<file path="src/rtl/ccff_bitstream_loader.sv">
// Serialises a word-wide bitstream MSB-first into a configuration chain and
// captures the old chain contents emerging on ccff_tail as readback words.
module ccff_bitstream_loader #(
  parameter int CHAIN_LEN = 20,
  parameter int DATA_W    = 8,
  parameter int CNT_W     = $clog2(CHAIN_LEN+1)
) (
  input  logic              prog_clk,
  input  logic              pReset_n,
  input  logic              start,
  input  logic [DATA_W-1:0] cfg_data,
  input  logic              cfg_valid,
  output logic              cfg_ready,
  output logic              ccff_head,
  output logic              ccff_shift_en,
  input  logic              ccff_tail,
  output logic [DATA_W-1:0] tail_data,
  output logic              tail_valid,
  output logic              busy,
  output logic              done,
  output logic              err_underrun
);
  localparam int BW = $clog2(DATA_W+1);

  localparam logic [1:0] ST_IDLE = 2'd0;
  localparam logic [1:0] ST_LOAD = 2'd1;
  localparam logic [1:0] ST_DONE = 2'd2;

  logic [1:0]        state;
  logic [CNT_W-1:0]  bit_cnt;   // bits consumed by the chain
  logic [CNT_W-1:0]  acc_cnt;   // bits accepted from the source
  logic [DATA_W-1:0] buf_q;
  logic [BW-1:0]     buf_cnt;   // bits still queued behind ccff_head
  logic [DATA_W-1:0] rb_acc;
  logic [BW-1:0]     rb_cnt;
  logic              head_q, shift_q, err_q, tvalid_q;
  logic [DATA_W-1:0] tdata_q;

  logic              more_words, hs, chain_end, rb_full;
  logic [31:0]       rem32;
  logic [BW-1:0]     nb, shamt;
  logic [DATA_W-1:0] rb_word;

  assign more_words = acc_cnt < CNT_W'(CHAIN_LEN);
  assign cfg_ready  = (state == ST_LOAD) && more_words && (!shift_q || buf_cnt == '0);
  assign hs         = cfg_valid && cfg_ready;
  assign chain_end  = shift_q && (bit_cnt == CNT_W'(CHAIN_LEN-1));

  // the final word may only contribute its upper bits
  assign rem32 = 32'(CHAIN_LEN) - 32'(acc_cnt);
  assign nb    = (rem32 >= 32'(DATA_W)) ? BW'(DATA_W) : BW'(rem32);

  assign rb_word = {rb_acc[DATA_W-2:0], ccff_tail};
  assign rb_full = (rb_cnt == BW'(DATA_W-1));
  assign shamt   = BW'(DATA_W-1) - rb_cnt;

  assign ccff_head     = head_q;
  assign ccff_shift_en = shift_q;
  assign tail_data     = tdata_q;
  assign tail_valid    = tvalid_q;
  assign busy          = (state == ST_LOAD);
  assign done          = (state == ST_DONE);
  assign err_underrun  = err_q;

  always_ff @(posedge prog_clk) begin
    if (!pReset_n) begin
      state    <= ST_IDLE;
      bit_cnt  <= '0;
      acc_cnt  <= '0;
      buf_q    <= '0;
      buf_cnt  <= '0;
      rb_acc   <= '0;
      rb_cnt   <= '0;
      head_q   <= 1'b0;
      shift_q  <= 1'b0;
      err_q    <= 1'b0;
      tvalid_q <= 1'b0;
      tdata_q  <= '0;
    end else begin
      tvalid_q <= 1'b0;
      case (state)
        ST_IDLE: begin
          if (start) begin
            state   <= ST_LOAD;
            bit_cnt <= '0;
            acc_cnt <= '0;
            buf_cnt <= '0;
            rb_acc  <= '0;
            rb_cnt  <= '0;
            shift_q <= 1'b0;
            err_q   <= 1'b0;
          end
        end
        ST_LOAD: begin
          if (shift_q) begin
            bit_cnt <= bit_cnt + 1'b1;
            rb_acc  <= rb_word;
            if (rb_full || chain_end) begin
              tdata_q  <= rb_word << shamt;
              tvalid_q <= 1'b1;
              rb_cnt   <= '0;
            end else begin
              rb_cnt <= rb_cnt + 1'b1;
            end
          end
          if (hs) begin
            head_q  <= cfg_data[DATA_W-1];
            buf_q   <= cfg_data << 1;
            buf_cnt <= nb - 1'b1;
            acc_cnt <= acc_cnt + CNT_W'(nb);
            shift_q <= 1'b1;
          end else if (shift_q && buf_cnt != '0) begin
            head_q  <= buf_q[DATA_W-1];
            buf_q   <= buf_q << 1;
            buf_cnt <= buf_cnt - 1'b1;
          end else if (shift_q) begin
            // buffer ran dry: a stall unless the whole chain has been issued
            shift_q <= 1'b0;
            if (more_words) err_q <= 1'b1;
          end
          if (chain_end) state <= ST_DONE;
        end
        ST_DONE: state <= ST_IDLE;
        default: state <= ST_IDLE;
      endcase
    end
  end
endmodule

</file>
<file path="config.mk">
export PLATFORM = sky130hd
export DESIGN_NAME = ccff_bitstream_loader
export DESIGN_NICKNAME = d
export VERILOG_FILES = /design/src/rtl/ccff_bitstream_loader.sv
export SDC_FILE = /design/constraint.sdc
export NUM_CORES = 1
export LEC_CHECK = 0
export CAP_MARGIN = 15
export CELL_PAD_IN_SITES_DETAIL_PLACEMENT = 1
export CELL_PAD_IN_SITES_GLOBAL_PLACEMENT = 1
export CORE_MARGIN = 4
export CORE_UTILIZATION = 33
export CTS_BUF_LIST = sky130_fd_sc_hd__clkbuf_4 sky130_fd_sc_hd__clkbuf_8 sky130_fd_sc_hd__clkbuf_16
export DETAILED_ROUTE_END_ITERATION = 8
export HOLD_SLACK_MARGIN = 0.06
export PLACE_DENSITY_LB_ADDON = 0.1
export SYNTH_ARGS = -nofsm -noshare
export SYNTH_HDL_FRONTEND = slang
export SYNTH_SLANG_ARGS = --single-unit
</file>
<file path="constraint.sdc">
create_clock -name prog_clk -period 7.4 [get_ports prog_clk]
set_clock_uncertainty 0.1 [all_clocks]
set_input_delay 0.74 -clock prog_clk [delete_from_list [all_inputs] [get_ports prog_clk]]
set_output_delay 0.74 -clock prog_clk [all_outputs]
set_load 0.03 [all_outputs]
</file>
Word level (Yosys, flattened, before mapping). Cells that the tools add are included.

Add/sub/neg operators: 7. $lt $le $gt $ge: 2. Equality and inequality tests: 13. Shifts and indexed selects: 1. Mux-type cells: 33. Reduce and logical (&&, ||, !) cells: 22.

Operators by type and width (count): $ge A32 B4 Y1 const B (1); $mux W4 (6); $pmux W5 S2 (2); $reduce_and A3 Y1 (6); $mux W8 (2); $pmux W4 S2 (2); $mux W5 (3); $mux W7 (2); $pmux W7 S2 (1); $mux W1 (10); $ne A2 B1 Y1 const B (4); $shl A8 B4 Y8 (1); $sub A4 B1 Y4 const B (2); $ne A2 B2 Y1 const B (3); $reduce_and A6 Y1 (1); $sub A5 B5 Y6 const A (1); $add A5 B1 Y5 const B (1); $add A5 B4 Y5 (1); $eq A5 B5 Y1 const B (1); $logic_and A1 B1 Y1 (5); $lt A5 B5 Y1 const B (1); $add A4 B1 Y4 const B (1); $eq A4 B3 Y1 const B (1); $logic_not A4 Y1 (1); 14 further kinds (19).

Register bits: 47. Bits of input ports: 13. Output and inout bits: 15. Word-level logic and storage cells: 90.

Logic depth before layout (Yosys ltp).
Depth in word-level cells: 6. Gate-level depth with buffers: 13. Gate-level depth less buffers: 13.

Least setup slack after synthesis. Ideal clock, no wire load.

Path kind: flip-flop to flip-flop. Start: reg acc_cnt[0]. End: reg acc_cnt[2]. Setup time: 84 ps. Arrival: 2374 ps. Required time: 7216 ps. Slack: 4842 ps. Cell stages (with the launch flop): 13. Period minus slack after synthesis: 2558 ps. Cell sequence: dfxtp_1 -> inv_1 -> ha_1 -> nor3b_1 -> a21oi_1 -> o221ai_2 -> and2_1 -> o21bai_1 -> ha_1 -> a21oi_1 -> xnor2_1 -> and2_1 -> o31ai_2.

Cells in the longest elaborated chain, start to end: 6. Elaborated cells on any way between the ends: 12.

RTL lines: from (decl) (RTL line 31) `logic [CNT_W-1:0] acc_cnt;`; from (signal assigned) (RTL line 110) `acc_cnt <= acc_cnt + CNT_W'(nb);`; $sub A5 B5 Y6 / $lt A5 B5 Y1 (equally long branches) (RTL line 50, 44); $ge A32 B4 Y1 / $logic_and A1 B1 Y1 (equally long branches) (RTL line 51, 45); $mux W4 / $logic_and A1 B1 Y1 (equally long branches) (RTL line 51, 45); $add A5 B4 Y5 / $logic_and A1 B1 Y1 (equally long branches) (RTL line 110, 46); $mux W5 / $ne A2 B1 Y1 (equally long branches); $pmux W5 S2 / $reduce_and A3 Y1 (equally long branches).

Several ways; a longest one is shown, not always the timed one. The select of a mux whose other input is x is not followed. A chain may end at the register's enable or synchronous reset.

Worst setup path after layout.
Start: reg acc_cnt[1]. End: reg acc_cnt[2].

The elaborated chain is that of the path after synthesis.

==> results.toml <==
[global_route]
grt_pass1_wl_um = 11700
gr-usage-met2_pct = 26.5
grtUsageMet1_pct = 18.6
top_usage_layer = "met2"
met3_usage_pct = 2.74
track_usage_pct = 14.9
grt_overflow = 0
grt_max_degree = 46
grt_pass1_vias = 2298
antenna_found_initial = 0

[critical_path]
critPathArrivalTime_ns = 3.14
r2r-start = "acc_cnt[1]"
start_kind = "flip-flop"
slowest_stage = "dfxtp_1"
path_class = "reg -> reg"
critPathCaptureType = "flip-flop"
worstRegToRegCells = 12
cp_cell_sequence = "inv_1 -> ha_1 -> nor3b_1 -> a21oi_1 -> o221ai_2 -> and2_1 -> o21bai_1 -> ha_1 -> a21oi_1 -> xnor2_1 -> and2_1 -> o31ai_2"
cp-startpoint = "acc_cnt[1]"
crit_required_ns = 7.52
max_stage_delay_ns = 0.48
crit_fanout = 8

[pwr]
combPwrFrac_pct = 11.9
clockPowerShare_pct = 37.4
swShare_pct = 25.7
p_sw_w = 0.000133
power.density_nw_per_um2 = 171
p_int_w = 0.000385
seqPwrFrac_pct = 50.7
p_leak_nw = 1.09
vdd_drop_max_mv = 0.119
p_total_w = 0.000518

[sta]
fmax_ghz = 0.331
finalSetupViolCount = 0
fin_tns_setup_ns = 0
hold_violations = 0
period_needed_ns = 3.02
slew-limit-headroom_pct = 54.7
fin_hold_ws_ns = 0.373
tightest_slew_ns = 0.675
finalMaxSlewViolations = 0
min_period_over_period_pct = 40.8
rsz0062_at_grt = "no"

[clocking]
numCtsBuffers = 5
root_buffer = "clkbuf_8"
cts.sinks = 46
postCtsSetupRepairBufs = 0
post_cts_resized = 0
path_clk_slew_ns = 0.09
ctsHoldBuffers = 0
tritoncts = "yes"
h-tree-depth = 2
insertion_delay_ns = 0.30
clockBufferDepth = 2

[yosys]
synth-seq-cells = 46
synth_edf_count = 0
syn_area_sq_um = 2590
avgSynthCellArea_sq_um = 8.78
ys.flop_type = "dfxtp_1"
async_reset_ff_share_pct = 0
yosysSeqAreaShare_pct = 35.5
ys_types = 54
syn_nets = 314
synth_warnings = 0
synthesis.instances = 295

[flow_run]
maxCapViolCount = 0

[min_path]
hp-class = "reg -> reg"
whs_path_depth = 2
min_from = "buf_q[7]"

[detailed_routing]
antenna_left = 0
wl_per_cell_um = 16.0
wl_um = 6700
drc_errors = 0
vias = 2202
vias_per_cell = 5.27
drt_iter0_markers = 69
first_pass_iters = 4

[floorplan]
die_h_um = 96.6
dieArea_sq_um = 9330
core-area_sq_um = 7690
io_pins = 28
die_w_um = 96.6
std_cell_rows = 32
start_util_pct = 33.7

[layout]
syn_to_final_growth_pct = 17.3
diodes = 0
drive_above_1_share_pct = 8.86
finalInstanceArea_sq_um = 3040
nFillCells = 916
final_core_utilization_pct = 39.5
fin_nets = 334

[place]
gp_congestion = 0.807
io_buffers = 27
place_area_sq_um = 2920
hpwlAfterDp_um = 4700

[outcome]
status = "finished, final reports clean"
==> cells in the final DEF (no fill, tap or decap), types with 3 or more instances in the layout <==
cell,instances
a21boi_0,12
a21o_1,3
a21oi_1,16
and2_1,6
and3_1,8
buf_4,3
clkbuf_8,5
clkdlybuf4s50_1,27
dfxtp_1,46
ha_1,6
inv_1,6
mux2i_1,14
mux4_2,3
nand2_1,35
nand2b_1,3
nand3_1,10
nand3b_1,3
nand4_1,5
nor2_1,17
nor2b_1,12
nor3_1,4
o211a_1,6
o21ai_0,14
o22ai_1,7
xor2_1,5
==> synthesized netlist by cell type, drive strengths merged, types with 3 or more instances <==
| library cell | n | area (sq um) |
|---|---|---|
| and2 | 6 | 37.5 |
| mux4 | 3 | 67.6 |
| a21oi | 18 | 113 |
| nand4 | 5 | 31.3 |
| mux2i | 14 | 140 |
| nor3 | 4 | 20.0 |
| nor2 | 18 | 70.1 |
| and3 | 8 | 50.1 |
| inv | 6 | 22.5 |
| a21boi | 12 | 90.1 |
| o211a | 6 | 60.1 |
| nor2b | 12 | 75.1 |
| ha | 6 | 75.1 |
| o31ai | 3 | 27.5 |
| o22ai | 7 | 43.8 |
| nand3b | 5 | 45.0 |
| dfxtp | 46 | 921 |
| clkbuf | 9 | 35.0 |
| or3 | 3 | 23.8 |
| o21ai | 15 | 86.3 |
| buf | 8 | 51.3 |
| nand2b | 3 | 18.8 |
| a21o | 3 | 22.5 |
| nand3 | 10 | 50.1 |
| xor2 | 5 | 43.8 |
| nand2 | 36 | 138 |
==> state kept, by name, indices dropped and copies added, names as in the netlist <==
register,flops
rb_acc,7
acc_cnt,5
bit_cnt,5
ccff_head,1
rb_cnt,4
tail_valid,1
buf_cnt,4
ccff_shift_en,1
state,2
buf_q,7
err_underrun,1
tail_data,8
==> metrics by stage <==
| stage | cells | setup slack [ns] |
|---|---|---|
| floorplan | 295 | 4.84 |
| global placement | 409 | 4.40 |
| detailed placement | 409 | 4.35 |
| CTS | 417 | 4.33 |
| global route | 418 | 4.08 |
| finish | 418 | 4.38 |
==> final cells by class <==
class                           instances  area (sq um)  share of cell area, %
Sequential cell                        46           921                   30.3
Timing Repair Buffer                   30           293                   9.63
Tap cell                              102           128                   4.20
Clock inverter                          2          37.5                   1.24
Inverter                                6          22.5                  0.741
Clock buffer                            6          76.3                   2.51
Multi-Input combinational cell        226          1560                   51.4
==> routing by layer <==
layer,up-vias,part of all wire [%]
met2,21,51
met4,0,0.79
met1,1072,46
li1,1105,-
met5,-,0
met3,4,2.2
==> worst max-delay path: cells and delay by family, from the launching register on <==
kind                       cells  cell delay, ns
AOI/OAI and AO/OA              5            0.88
xor gates and xnor gates       1            0.14
adders and majority gates      2            0.54
buffers and inverters          1            0.12
DFF                            1            0.48
and+or+nand+nor                3            0.69
==> path summary, 6_finish.rpt <==
check | slack [ns] | to
setup reg to reg | 4.38 | acc_cnt[2]
hold reg to reg | 0.37 | buf_q[7]
setup / recovery | 4.38 | acc_cnt[2]
hold / removal | 0.37 | buf_q[7]
==> power groups by stage <==
stage | combinational (W) | clock (W) | sequential, W
2_1_floorplan | 0.0000421 | 0 | 0.000266
6_report | 0.0000616 | 0.000194 | 0.000263
5_1_grt | 0.0000692 | 0.000212 | 0.000264
3_3_place_gp | 0.0000611 | 0 | 0.000269
3_5_place_dp | 0.0000619 | 0 | 0.000269
4_1_cts | 0.0000624 | 0.000202 | 0.000263
==> logic make-up (layout without fill, tap and decap cells) <==
family | Yosys count | after routing | synth area share [%]
adders and majority gates | 6 | 6 | 2.90
AOI/OAI and AO/OA | 78 | 78 | 22.5
muxes | 19 | 19 | 8.88
xor gates and xnor gates | 6 | 6 | 2.03
buffers and inverters | 23 | 44 | 4.20
and+or+nand+nor | 117 | 117 | 24.0
DFF | 46 | 46 | 35.5
(Power assumes the default switching activity.)
